<file path="src/rtl/rpm_error_calc.sv">
`default_nettype none
// ============================================================================
// rpm_error_calc : quadrature decode, windowed speed, sign-magnitude error
//   Optional macro ENC_GLITCH_FILTER_EN adds a per-channel stability filter.
//   Rev 1.0
// ============================================================================
module rpm_error_calc #(
  parameter int unsigned SAMPLE_CYCLES    = 4100,
  parameter int unsigned COUNT_W          = 16,
  parameter logic [15:0] RPM_PER_COUNT_Q8 = 16'h0100,
  parameter int unsigned N_WIDTH          = 17,
  parameter int unsigned FILTER_LEN       = 4
) (
  input  logic               clk,
  input  logic               reset,
  input  logic               enable,
  input  logic               enc_a,
  input  logic               enc_b,
  input  logic [N_WIDTH-1:0] setpoint,
  output logic               sample_tick,
  output logic [N_WIDTH-1:0] error_k,
  output logic               error_valid,
  output logic [N_WIDTH-1:0] speed_meas,
  output logic [7:0]         illegal_cnt
);

  localparam int unsigned MAG_W  = N_WIDTH - 1;
  localparam int unsigned PRE_W  = $clog2(SAMPLE_CYCLES);
  localparam int unsigned PROD_W = COUNT_W + 16;
  localparam logic [PRE_W-1:0]          PRE_LAST = PRE_W'(SAMPLE_CYCLES - 1);
  localparam logic signed [COUNT_W-1:0] CNT_MAX  = {1'b0, {(COUNT_W-1){1'b1}}};
  localparam logic signed [COUNT_W-1:0] CNT_MIN  = -CNT_MAX;
  localparam logic signed [COUNT_W-1:0] CNT_ONE  = {{(COUNT_W-1){1'b0}}, 1'b1};
  localparam logic [MAG_W-1:0]          MAG_SAT  = '1;

  // Channel conditioning: bit 1 = A, bit 0 = B
  logic [1:0] enc_in;
  logic [1:0] ab_dec;
  assign enc_in = {enc_a, enc_b};

  for (genvar ch = 0; ch < 2; ch++) begin : g_chan
    logic [1:0] sync_q, sync_d;
    always_comb sync_d = {sync_q[0], enc_in[ch]};
    always_ff @(posedge clk) begin
      if (reset) sync_q <= '0;
      else       sync_q <= sync_d;
    end
`ifdef ENC_GLITCH_FILTER_EN
    localparam int unsigned FLT_W = $clog2(FILTER_LEN + 1);
    logic [FLT_W-1:0] run_q, run_d;
    logic             filt_q, filt_d;
    // run_q counts consecutive cycles the synchronized level differs from filt_q
    always_comb begin
      run_d  = '0;
      filt_d = filt_q;
      if (sync_q[1] != filt_q) begin
        if (run_q == FLT_W'(FILTER_LEN - 1)) filt_d = sync_q[1];
        else                                 run_d  = run_q + 1'b1;
      end
    end
    always_ff @(posedge clk) begin
      if (reset) begin
        run_q  <= '0;
        filt_q <= 1'b0;
      end else begin
        run_q  <= run_d;
        filt_q <= filt_d;
      end
    end
    assign ab_dec[ch] = filt_q;
`else
    assign ab_dec[ch] = sync_q[1];
`endif
  end

  function automatic logic [1:0] gray_pos(input logic [1:0] ab);
    case (ab)
      2'b00:   gray_pos = 2'd0;
      2'b10:   gray_pos = 2'd1;
      2'b11:   gray_pos = 2'd2;
      default: gray_pos = 2'd3;
    endcase
  endfunction

  logic [1:0]                prev_ab_q, prev_ab_d;
  logic                      prev_ok_q, prev_ok_d;
  logic [PRE_W-1:0]          presc_q, presc_d;
  logic signed [COUNT_W-1:0] cnt_q, cnt_d, cnt_upd;
  logic [7:0]                ill_q, ill_d;
  logic [N_WIDTH-1:0]        speed_q, speed_d;
  logic [N_WIDTH-1:0]        sp_snap_q, sp_snap_d;
  logic                      en_snap_q, en_snap_d;
  logic                      p1_q, p1_d;
  logic [N_WIDTH-1:0]        err_q, err_d;
  logic                      err_valid_q, err_valid_d;

  logic [1:0]         pos_diff;
  logic               step_fwd, step_rev, step_ill, tick;
  logic [COUNT_W-1:0] cnt_abs;
  logic [PROD_W-1:0]  prod;
  logic [MAG_W-1:0]   spd_mag, sp_mag, ns_mag, res_mag;
  logic               spd_sign, sp_sign, ns_sign, res_sign;
  logic [MAG_W:0]     mag_sum;

  always_comb begin
    tick      = (presc_q == PRE_LAST);
    presc_d   = tick ? '0 : presc_q + 1'b1;
    prev_ab_d = ab_dec;
    prev_ok_d = 1'b1;

    pos_diff = gray_pos(ab_dec) - gray_pos(prev_ab_q);
    step_fwd = prev_ok_q && (pos_diff == 2'd1);
    step_rev = prev_ok_q && (pos_diff == 2'd3);
    step_ill = prev_ok_q && (pos_diff == 2'd2);

    // cnt_upd includes the step decoded this cycle, so it is the tick snapshot
    cnt_upd = cnt_q;
    if (step_fwd && (cnt_q != CNT_MAX))      cnt_upd = cnt_q + CNT_ONE;
    else if (step_rev && (cnt_q != CNT_MIN)) cnt_upd = cnt_q - CNT_ONE;
    if (!enable) cnt_upd = '0;
    cnt_d = tick ? '0 : cnt_upd;

    ill_d = ill_q;
    if (enable && step_ill && (ill_q != 8'hFF)) ill_d = ill_q + 8'd1;

    // Integer count times Q8 scale is already Q8; no shift needed
    cnt_abs  = cnt_upd[COUNT_W-1] ? COUNT_W'(-cnt_upd) : COUNT_W'(cnt_upd);
    prod     = PROD_W'(cnt_abs) * PROD_W'(RPM_PER_COUNT_Q8);
    spd_mag  = (prod > PROD_W'(MAG_SAT)) ? MAG_SAT : prod[MAG_W-1:0];
    spd_sign = cnt_upd[COUNT_W-1] && (spd_mag != '0);

    speed_d   = tick ? {spd_sign, spd_mag} : speed_q;
    sp_snap_d = tick ? setpoint : sp_snap_q;
    en_snap_d = tick ? enable : en_snap_q;
    p1_d      = tick;

    // error = setpoint + (-speed), all in sign-magnitude
    sp_sign = sp_snap_q[N_WIDTH-1];
    sp_mag  = sp_snap_q[MAG_W-1:0];
    ns_sign = ~speed_q[N_WIDTH-1];
    ns_mag  = speed_q[MAG_W-1:0];
    mag_sum = {1'b0, sp_mag} + {1'b0, ns_mag};
    if (sp_sign == ns_sign) begin
      res_mag  = mag_sum[MAG_W] ? MAG_SAT : mag_sum[MAG_W-1:0];
      res_sign = sp_sign;
    end else if (sp_mag >= ns_mag) begin
      res_mag  = sp_mag - ns_mag;
      res_sign = sp_sign;
    end else begin
      res_mag  = ns_mag - sp_mag;
      res_sign = ns_sign;
    end
    if (res_mag == '0) res_sign = 1'b0;
    if (!en_snap_q) begin
      res_mag  = '0;
      res_sign = 1'b0;
    end

    err_d       = p1_q ? {res_sign, res_mag} : err_q;
    err_valid_d = p1_q;
  end

  always_ff @(posedge clk) begin
    if (reset) begin
      prev_ab_q   <= '0;
      prev_ok_q   <= 1'b0;
      presc_q     <= '0;
      cnt_q       <= '0;
      ill_q       <= '0;
      speed_q     <= '0;
      sp_snap_q   <= '0;
      en_snap_q   <= 1'b0;
      p1_q        <= 1'b0;
      err_q       <= '0;
      err_valid_q <= 1'b0;
    end else begin
      prev_ab_q   <= prev_ab_d;
      prev_ok_q   <= prev_ok_d;
      presc_q     <= presc_d;
      cnt_q       <= cnt_d;
      ill_q       <= ill_d;
      speed_q     <= speed_d;
      sp_snap_q   <= sp_snap_d;
      en_snap_q   <= en_snap_d;
      p1_q        <= p1_d;
      err_q       <= err_d;
      err_valid_q <= err_valid_d;
    end
  end

  assign sample_tick = tick;
  assign error_k     = err_q;
  assign error_valid = err_valid_q;
  assign speed_meas  = speed_q;
  assign illegal_cnt = ill_q;

endmodule
`default_nettype wire

</file>
<file path="config.mk">
export PLATFORM = sky130hd
export DESIGN_NAME = rpm_error_calc
export DESIGN_NICKNAME = d
export VERILOG_FILES = /design/src/rtl/rpm_error_calc.sv
export SDC_FILE = /design/constraint.sdc
export NUM_CORES = 1
export LEC_CHECK = 0
export ABC_AREA = 1
export CORE_MARGIN = 3
export CORE_UTILIZATION = 54
export CTS_CLUSTER_DIAMETER = 30
export DETAILED_ROUTE_END_ITERATION = 12
export PLACE_DENSITY = 0.75
export REMOVE_ABC_BUFFERS = 1
export SYNTH_ARGS = -nofsm -noshare
export SYNTH_HDL_FRONTEND = slang
export SYNTH_SLANG_ARGS = --single-unit
</file>
<file path="constraint.sdc">
create_clock -name clk -period 4.71 [get_ports clk]
set_input_delay 1.1775 -clock clk [delete_from_list [all_inputs] [get_ports clk]]
set_output_delay 1.1775 -clock clk [all_outputs]
set_load 0.005 [all_outputs]
</file>
==> results.txt, run 1 <==
largest vdd supply drop -> 0.168 mV
clock buffer count from CTS -> 9
Final ANT Viol Nets -> 0
worst-skew pair later-pin latency -> 350 ps
area leader, netlist -> dfxtp_1
dominant cells by area after synthesis -> dfxtp_1 24%, nand2_1 16%, ha_1 9.5%, inv_1 7.5%, nor2_1 5.9%
H-tree depth -> 3
final setup vio count -> 0
drt pass-1 iters -> 6
drt via density -> 5.37
reg-to-reg endpoint -> speed_meas[13]
routed len/inst -> 14.1 um
share of cells above drive strength 1 -> 6.63%
chip height -> 125 um
Cell Int Power -> 1290 uW
final hold viol count -> 0
RSZ-0062 raised after global routing -> false
async set-or-reset flop fraction in the synthesized netlist -> 0%
GRT Total Usage -> 25.6%
sequential share of the synthesized area -> 23.8%
clock root buffer -> clkbuf_16
clock power share -> 41.6%
number of synthesized flops with an enable pin -> 0
hpwl dp -> 16000 um
Crit Path Max Fanout -> 14
YS warnings -> 0
Hold Path Sink -> g_chan[0].sync_q[1]
most frequent cells after synthesis -> 318 x nand2_1, 152 x inv_1, 121 x nor2_1
clk sink count -> 91
Mapped Avg Cell Area -> 6.42 sq um
gr ovfl total -> 0
antenna violations before repair -> 0
hold_buf cts -> 0
post_cts resized -> 0
Reg clk slew, reported paths -> 70 ps
type of the worst setup path -> flip-flop to flip-flop
CTS Buffer Depth -> 2
worst min-delay path category -> flip-flop to flip-flop
CTS tree -> built
slew margin rel. -> 33.6%
Remaining DRCs -> 0
max_cap viols -> 0
post-synth top area share -> 23.8%
fin nets -> 1314
setup TNS -> 0 ps
startpoint types -> flip-flop
Horiz. Die Dim -> 125 um
Psw -> 484 uW
sequential power share -> 44.9%
leak pwr -> 0.00416 uW
reg-to-reg slack, setup -> 1450 ps
Layout Skew -> 9.26 ps
status -> completed
Yosys reg bits -> 91
Reg2Reg Depth -> 19
Min-Delay Path Depth -> 2
hold_sp -> g_chan[0].sync_q[0]
fin crit share -> 69.2%
switching share of total power -> 27.3%
count of different cell masters after synthesis -> 52
Syn-to-layout area delta -> 12.6%
Arrival @ worst endpoint -> 3450 ps
R2R Path Start -> prev_ab_q[1]
Die Area -> 0.0156 sq mm
drt total wl -> 19900 um
Setup Fix Bufs, Post-CTS -> 0
worst slew pin tran -> 994 ps
Detailed Route Iter0 Violations -> 398
Logic pwr share -> 13.5%
Starting Density -> 56.3%
CP Capture Type -> flip-flop
fill count -> 1316
Most used DFF post-synth -> dfxtp_1
hold_ws -> 407 ps
PwrDens -> 206 mW/mm^2
vias in the first global route -> 7289
synthesized area -> 0.00764 sq mm
ANT cells -> 0
gpl congestion -> 1.00
number of core rows -> 42
Top Ports -> 66
buffers added on ports -> 65
first-pass GRT wire length -> 33700 um
most frequent cell after synthesis -> nand2_1
Max Freq -> 0.307 GHz
via count -> 7583
core area -> 0.0136 sq mm
pin count of the biggest net entering global routing -> 32
Slew Viols, Final -> 0
fin crit period -> 3260 ps
CP required -> 4900 ps
Synth Instances -> 1190
[worst max-delay path, stage by stage (launching register included)]
cell and delay, ps:
dfxtp_1 340, inv_1 50, ha_1 260, inv_1 40
ha_1 310, nor2_4 300, nand3_4 260, nand2_1 170
nand2_1 70, nand3_2 150, ha_1 220, nand3_2 90
inv_1 80, nand3_1 90, nand2_1 70, nand2_1 50
nand2_1 70, nand2_2 70, nand2_1 230, o221ai_1 180
[registers in the layout, indices dropped and copies added (netlist names)]
signal,cells
error_k,17
sp_snap_q,17
cnt_q,16
presc_q,13
speed_meas,10
illegal_cnt,8
g_chan.sync_q,4
prev_ab_q,2
en_snap_q,1
err_valid_d,1
error_valid,1
prev_ok_q,1
[cell type report]
class / count / area (sq um) / share of cell area, %
inverter: 163 / 617 / 7.17
timing repair buffer: 72 / 703 / 8.17
multi-input combinational: 894 / 4940 / 57.4
tap: 176 / 220 / 2.56
clock buffer: 10 / 229 / 2.66
clock inverter: 6 / 71.3 / 0.829
sequential: 91 / 1820 / 21.2
[per-layer routing]
layer  share of wire (%)  vias to the layer above  track usage [%]
met5                   0                        -                0
met1                  44                     3429             32.1
met3                 4.8                       55             3.84
li1                    -                     3870                -
met2                  47                      229             44.0
met4                 3.5                        0             10.5
[stage by stage]
| step | power, uW | setup WS, ps | instance area, sq um | utilization [%] | std cells |
|---|---|---|---|---|---|
| 5_1_grt | 1840 | 1060 | 8600 | 63.5 | 1412 |
| 2_1_floorplan | 980 | 1110 | 7380 | - | 1148 |
| 6_report | 1770 | 1450 | 8600 | 63.5 | 1412 |
| 3_5_place_dp | 1050 | 1190 | 8300 | 61.2 | 1396 |
| 4_1_cts | 1780 | 1420 | 8600 | 63.5 | 1412 |
| 3_3_place_gp | 1050 | 1200 | 8300 | 61.2 | 1396 |
[kinds of logic (layout without fill, tap and decap cells)]
logic type | Yosys count | in the layout | share of synthesized area (%)
buffers and inverters | 205 | 251 | 11.5
AO/OA/AOI/OAI | 181 | 181 | 13.2
XOR/XNOR | 47 | 47 | 5.39
flip-flops | 91 | 91 | 23.8
adder cells (fa/ha/maj) | 61 | 61 | 10.3
AND/OR/NAND/NOR | 605 | 605 | 35.8
[how the worst max path moves through the flow]
stage                        from             end  slack, ps
floorplan           speed_meas[7]     error_k[16]       1110
global placement           enable  speed_meas[13]       1200
detailed placement         enable  speed_meas[13]       1190
CTS                  prev_ab_q[1]  speed_meas[13]       1420
global route        speed_meas[7]     error_k[16]       1060
finish               prev_ab_q[1]  speed_meas[13]       1450
[cell usage in the layout (no fill, tap or decap), drive strengths merged, types with 7 or more instances in the layout]
| master | count |
|---|---|
| nand3 | 78 |
| nand2 | 334 |
| ha | 58 |
| nor2 | 136 |
| nand4 | 20 |
| a21oi | 74 |
| o21bai | 7 |
| xor2 | 42 |
| inv | 162 |
| buf | 7 |
| o21ai | 72 |
| clkdlybuf4s50 | 65 |
| clkbuf | 10 |
| dfxtp | 91 |
| nor3 | 22 |
[power groups by stage]
stage	combinational (uW)	clock [uW]	sequential [uW]
6_report	240	737	794
4_1_cts	240	750	794
2_1_floorplan	173	0	807
3_5_place_dp	239	0	811
5_1_grt	271	774	795
3_3_place_gp	237	0	811
No activity file was read; power rests on OpenSTA's default activity.
==> run 2, diff against run 1 <==
Settings changed: PLACE_DENSITY 0.75 to 0.78.
Clock period 4.71 ns to 2.8 ns, I/O delays scaled along.
==> results.txt, run 2 (synthesized netlist as in run 1, its figures left out) <==
max_cap viols -> 0 (unchanged)
gr ovfl total -> 0 (unchanged)
reg-to-reg endpoint -> speed_meas[16]
Detailed Route Iter0 Violations -> 443 (+11%)
CP cell instances -> inv_2 -> ha_4 -> ha_4 -> nor2_4 -> buf_6 -> nand3_4 -> buf_4 -> nand3_2 -> nand2_4 -> buf_4 -> inv_4 -> o21ai_1 -> xnor2_1 -> nand3_1 -> nor2_1 -> nand3_2 -> nand2_2 -> nand2_1
GRT Total Usage -> 26.3% (+0.78 points)
CTS Buffer Depth -> 2 (unchanged)
Max stage delay on crit path -> 350 ps (about the same)
reg-to-reg slack, setup -> 50 ps (-1400 ps)
sequential power share -> 43.1% (-1.8 points)
number of core rows -> 42 (unchanged)
clock buffer count from CTS -> 9 (unchanged)
type of the worst setup path -> flip-flop to flip-flop
hold_ws -> 398 ps (-8.88 ps)
worst slew pin tran -> 526 ps (-469 ps)
H-tree depth -> 3 (unchanged)
most frequent cells in the layout -> 295 x nand2_1, 146 x inv_1, 111 x nor2_1, 96 x buf_4, 87 x dfxtp_1
via count -> 8180 (+7.9%)
Die Area -> 0.0156 sq mm (unchanged)
worst-skew pair later-pin latency -> 370 ps (+20 ps)
Hold Path Sink -> g_chan[0].sync_q[1]
fin nets -> 1419 (+8.0%)
clock power share -> 39.9% (-1.7 points)
R2R Path Start -> g_chan[1].sync_q[1]
final setup vio count -> 0 (unchanged)
routed len/inst -> 14.6 um (+3.3%)
PwrDens -> 310 mW/mm^2 (+51%)
Starting Density -> 56.3% (unchanged)
fin crit share -> 98.2% (+29 points)
slew margin rel. -> 64.9% (+31 points)
startpoint types -> flip-flop
vias in the first global route -> 7507 (+3.0%)
chip height -> 125 um (unchanged)
largest vdd supply drop -> 0.275 mV (+64%)
Top Ports -> 66 (unchanged)
Max Freq -> 0.364 GHz (+19%)
share of cells above drive strength 1 -> 20.9% (+14 points)
Remaining DRCs -> 0 (unchanged)
RSZ-0062 raised after global routing -> true
Arrival @ worst endpoint -> 3010 ps (-440 ps)
Reg clk slew, reported paths -> 70 ps (about the same)
buffers added on ports -> 65 (unchanged)
Cell Int Power -> 2170 uW (+68%)
fin crit period -> 2750 ps (-511 ps)
CP Capture Type -> flip-flop
CP max-delay cell -> dfxtp_1
drt total wl -> 22100 um (+11%)
fill count -> 1077 (-18%)
drt pass-1 iters -> 5 (-1)
Syn-to-layout area delta -> 30.7%
Psw -> 934 uW (+93%)
Crit Path Max Fanout -> 6 (-8)
Layout Skew -> 6.63 ps (-2.63 ps)
Final ANT Viol Nets -> 0 (unchanged)
Logic pwr share -> 17.0% (+3.5 points)
most common cell after layout, fill and taps aside -> nand2_1
core area -> 0.0136 sq mm (unchanged)
worst min-delay path category -> flip-flop to flip-flop
drt via density -> 5.39 (+0.41%)
first-pass GRT wire length -> 34500 um (+2.3%)
pin count of the biggest net entering global routing -> 48 (+50%)
hold_sp -> g_chan[0].sync_q[0]
hpwl dp -> 16600 um (+4.3%)
final hold viol count -> 0 (unchanged)
CTS tree -> built
Reg2Reg Depth -> 18 (-1)
setup TNS -> 0 ps (unchanged)
hold_buf cts -> 0 (unchanged)
Slew Viols, Final -> 0 (unchanged)
clk sink count -> 91 (unchanged)
gpl congestion -> 0.957 (-4.4%)
status -> completed
CP required -> 3060 ps (-1840 ps)
clock root buffer -> clkbuf_16
ANT cells -> 0 (unchanged)
Horiz. Die Dim -> 125 um (unchanged)
leak pwr -> 0.00475 uW (+14%)
antenna violations before repair -> 0 (unchanged)
switching share of total power -> 30.1% (+2.8 points)
Min-Delay Path Depth -> 2 (unchanged)
-- run 2: cell count changes in the layout (fill, tap and decap cells not counted), sizes merged --
| cell | previous run | this run |
|---|---|---|
| buf | 7 | 111 |
| clkinv | 4 | 6 |
| bufinv | 1 | 0 |
| clkinvlp | 2 | 1 |
| inv | 162 | 163 |
-- run 2: cell type report --
class                      count  area [sq um]  area share [%]
timing repair buffer         177          1600            16.0
multi-input combinational    894          5420            54.3
inverter                     163           622            6.23
tap                          176           220            2.20
sequential                    91          1830            18.3
clock buffer                   9           225            2.25
clock inverter                 7          71.3           0.714
-- run 2: worst max-delay path: cells and delay by family, from the launching register on --
family,cells,cell delay [ps]
AOI/OAI and AO/OA,1,80
xor gates and xnor gates,1,230
adders and majority gates,2,470
buffers and inverters,5,580
DFF,1,350
and+or+nand+nor,9,920
-- run 2: worst max path at each step --
stage,start,endpoint,slack [ps],cells after the start
after floorplan,speed_meas[7],error_k[16],-800,20
after global placement,g_chan[1].sync_q[1],speed_meas[16],-2,20
after detailed placement,g_chan[1].sync_q[1],speed_meas[16],-60,21
after CTS,g_chan[1].sync_q[1],speed_meas[16],-70,21
after global routing,prev_ab_q[1],speed_meas[12],-170,21
final,g_chan[1].sync_q[1],speed_meas[16],50,18
-- run 2: layer usage --
| metal | vias up | share of wire [%] | wire length [um] | track usage, % |
|---|---|---|---|---|
| li1 | 4100 | - | - | - |
| met5 | - | 0 | 0 | 0 |
| met2 | 268 | 49 | 10800 | 47.8 |
| met1 | 3733 | 42 | 9300 | 31.2 |
| met3 | 79 | 4.9 | 1090 | 3.75 |
| met4 | 0 | 4.1 | 911 | 10.7 |
-- run 2: what timing repair did --
action,in CTS,in global routing
buffers inserted,0,15
endpoints found under the setup margin,8,17
cloned,0,1
pin swaps,2,32
resized for setup,2,136
-- run 2: power by group through the flow --
stage / clock, uW / combinational (uW) / sequential, uW
after floorplan: 0 / 291 / 1360
after global placement: 0 / 442 / 1360
after detailed placement: 0 / 447 / 1360
after CTS: 1260 / 449 / 1330
after global routing: 1300 / 583 / 1340
final: 1240 / 529 / 1340
-- run 2: per-stage QoR --
stage | area (sq um) | worst slack, ps | std cells | utilization, % | power (uW)
3_3_place_gp | 9020 | -2.37 | 1485 | 66.5 | 1810
3_5_place_dp | 9020 | -64.8 | 1485 | 66.5 | 1810
6_report | 9990 | 50.7 | 1517 | 73.7 | 3100
4_1_cts | 9320 | -71.0 | 1501 | 68.8 | 3040
5_1_grt | 9990 | -172 | 1517 | 73.7 | 3220
2_1_floorplan | 7380 | -801 | 1148 | - | 1650
==> run 3, diff against run 2 <==
Settings changed: CTS_BUF_LIST set to sky130_fd_sc_hd__clkbuf_8.
==> results.txt, run 3 (synthesized netlist as in run 1, its figures left out) <==
type of the worst setup path -> flip-flop to flip-flop
ANT cells -> 0 (unchanged)
Starting Density -> 56.3% (unchanged)
largest vdd supply drop -> 0.226 mV (-18%)
H-tree depth -> 3 (unchanged)
Reg2Reg Depth -> 20 (+2)
fin nets -> 1419 (unchanged)
antenna violations before repair -> 0 (unchanged)
most common cell after layout, fill and taps aside -> nand2_1
R2R Path Start -> g_chan[1].sync_q[1]
CTS tree -> built
Arrival @ worst endpoint -> 3030 ps (+20 ps)
reg-to-reg slack, setup -> 40 ps (-20 ps)
fin crit period -> 2760 ps (+15.7 ps)
Slew Viols, Final -> 0 (unchanged)
routed len/inst -> 14.5 um (-0.16%)
chip height -> 125 um (unchanged)
Reg clk slew, reported paths -> 100 ps (+30 ps)
gpl congestion -> 0.957 (unchanged)
hold_sp -> g_chan[0].sync_q[0]
pin count of the biggest net entering global routing -> 48 (unchanged)
slew margin rel. -> 64.1% (-0.86 points)
post-route setup slack -> 35.0 ps (-15.7 ps)
fin crit share -> 98.7% (+0.56 points)
max_cap viols -> 0 (unchanged)
worst min-delay path category -> flip-flop to flip-flop
pre-CTS setup slack -> -64.8 ps (unchanged)
Horiz. Die Dim -> 125 um (unchanged)
Crit Path Max Fanout -> 8 (+2)
worst slew pin tran -> 539 ps (+12.9 ps)
fill count -> 1116 (+3.6%)
CP required -> 3070 ps (about the same)
buffers added on ports -> 65 (unchanged)
Syn-to-layout area delta -> 28.3%
setup TNS -> 0 ps (unchanged)
gr ovfl total -> 0 (unchanged)
Remaining DRCs -> 0 (unchanged)
hpwl dp -> 16600 um (unchanged)
Final Non-Filler Cells -> 1517 (unchanged)
clock root buffer -> clkbuf_8
status -> completed
startpoint types -> flip-flop
first-pass GRT wire length -> 34300 um (-0.56%)
clock buffer count from CTS -> 9 (unchanged)
via count -> 8113 (-0.82%)
final hold viol count -> 0 (unchanged)
RSZ-0062 raised after global routing -> true
Max Freq -> 0.362 GHz (-0.57%)
CP Capture Type -> flip-flop
placed insts -> 1485 (unchanged)
share of cells above drive strength 1 -> 19.9% (-0.97 points)
leak pwr -> 0.00470 uW (-1.1%)
GRT Total Usage -> 26.2% (-0.16 points)
Detailed Route Iter0 Violations -> 434 (-2.0%)
hold_buf cts -> 0 (unchanged)
vias in the first global route -> 7464 (-0.57%)
Min-Delay Path Depth -> 2 (unchanged)
core area -> 0.0136 sq mm (unchanged)
reg-to-reg endpoint -> speed_meas[12]
Die Area -> 0.0156 sq mm (unchanged)
Top Ports -> 66 (unchanged)
PwrDens -> 285 mW/mm^2 (-8.1%)
worst-skew pair later-pin latency -> 390 ps (+20 ps)
Hold Path Sink -> g_chan[0].sync_q[1]
drt total wl -> 22000 um (-0.16%)
final setup vio count -> 0 (unchanged)
hold_ws -> 402 ps (+4.27 ps)
drt pass-1 iters -> 5 (unchanged)
CTS Buffer Depth -> 2 (unchanged)
Final ANT Viol Nets -> 0 (unchanged)
drt via density -> 5.35 (-0.82%)
number of core rows -> 42 (unchanged)
CP Launch Point -> g_chan[1].sync_q[1]
clk sink count -> 91 (unchanged)
Layout Skew -> 9.27 ps (+2.64 ps)
most frequent cells in the layout -> 300 x nand2_1, 148 x inv_1, 113 x nor2_1, 100 x buf_4, 85 x dfxtp_1
run 3: cell count changes in the layout (fill, tap and decap cells not counted), moves of 5 or more:
cell,change
clkbuf_8,+9
nand2_2,-6
nand2_1,+5
clkbuf_16,-9
run 3: how the worst max path moves through the flow:
stage / to / slack (ps) / cells past startpoint
finish: speed_meas[12] / 40 / 20
global route: speed_meas[12] / -190 / 19
CTS: speed_meas[16] / -70 / 21
detailed placement: speed_meas[16] / -60 / 21
global placement: speed_meas[16] / -2 / 20
floorplan: error_k[16] / -800 / 20
run 3: worst max-delay path, stage by stage, from the launching register on:
cell and delay [ps]:
dfxtp_2 340, inv_1 100, ha_4 220, ha_4 240
nor2_4 170, nand2_4 90, nor2_8 180, buf_4 140
nand2_1 40, nand2_1 70, nand2_1 60, nand3_2 70
nand2_1 90, nor2_4 120, nand3_1 80, nand2_1 70
nand2_1 60, nand2_2 80, nand2_4 80, o21ai_0 190
o21ai_0 130
run 3: where the power goes:
group / switching, uW / internal (uW) / leakage, uW
Clock: 574 / 349 / 0.0000979
Combinational: 305 / 232 / 0.00386
Sequential: 25.5 / 1310 / 0.000738
run 3: timing repair:
| item | in CTS | in global routing |
|---|---|---|
| setup buffers | 0 | 16 |
| pin swaps | 1 | 22 |
| endpoints found under the setup margin | 8 | 18 |
| resized for setup | 2 | 114 |
| cloned | 0 | 1 |
| hold endpoints to repair | 0 | 0 |
run 3: layout make-up:
type                            instances  area (sq um)  share of cell area (%)
Sequential cell                        91          1830                    18.7
Clock inverter                          7          71.3                   0.728
Tap cell                              176           220                    2.25
Clock buffer                            9           124                    1.26
Multi-Input combinational cell        894          5350                    54.6
Inverter                              163           619                    6.32
Timing Repair Buffer                  177          1590                    16.2
run 3: stage by stage:
stage / instance area, sq um / utilization (%) / total power (uW)
after floorplan: 7380 / - / 1650
after global placement: 9020 / 66.5 / 1810
after detailed placement: 9020 / 66.5 / 1810
after CTS: 9220 / 68.0 / 2730
after global routing: 9800 / 72.3 / 2920
final: 9800 / 72.3 / 2800
run 3: per-layer routing:
| layer | track usage [%] | share of wire [%] | wire (um) |
|---|---|---|---|
| met1 | 31.3 | 42 | 9280 |
| met2 | 47.3 | 49 | 10900 |
| met3 | 4.61 | 4.9 | 1080 |
| met4 | 9.06 | 3.7 | 807 |
| met5 | 0 | 0 | 0 |
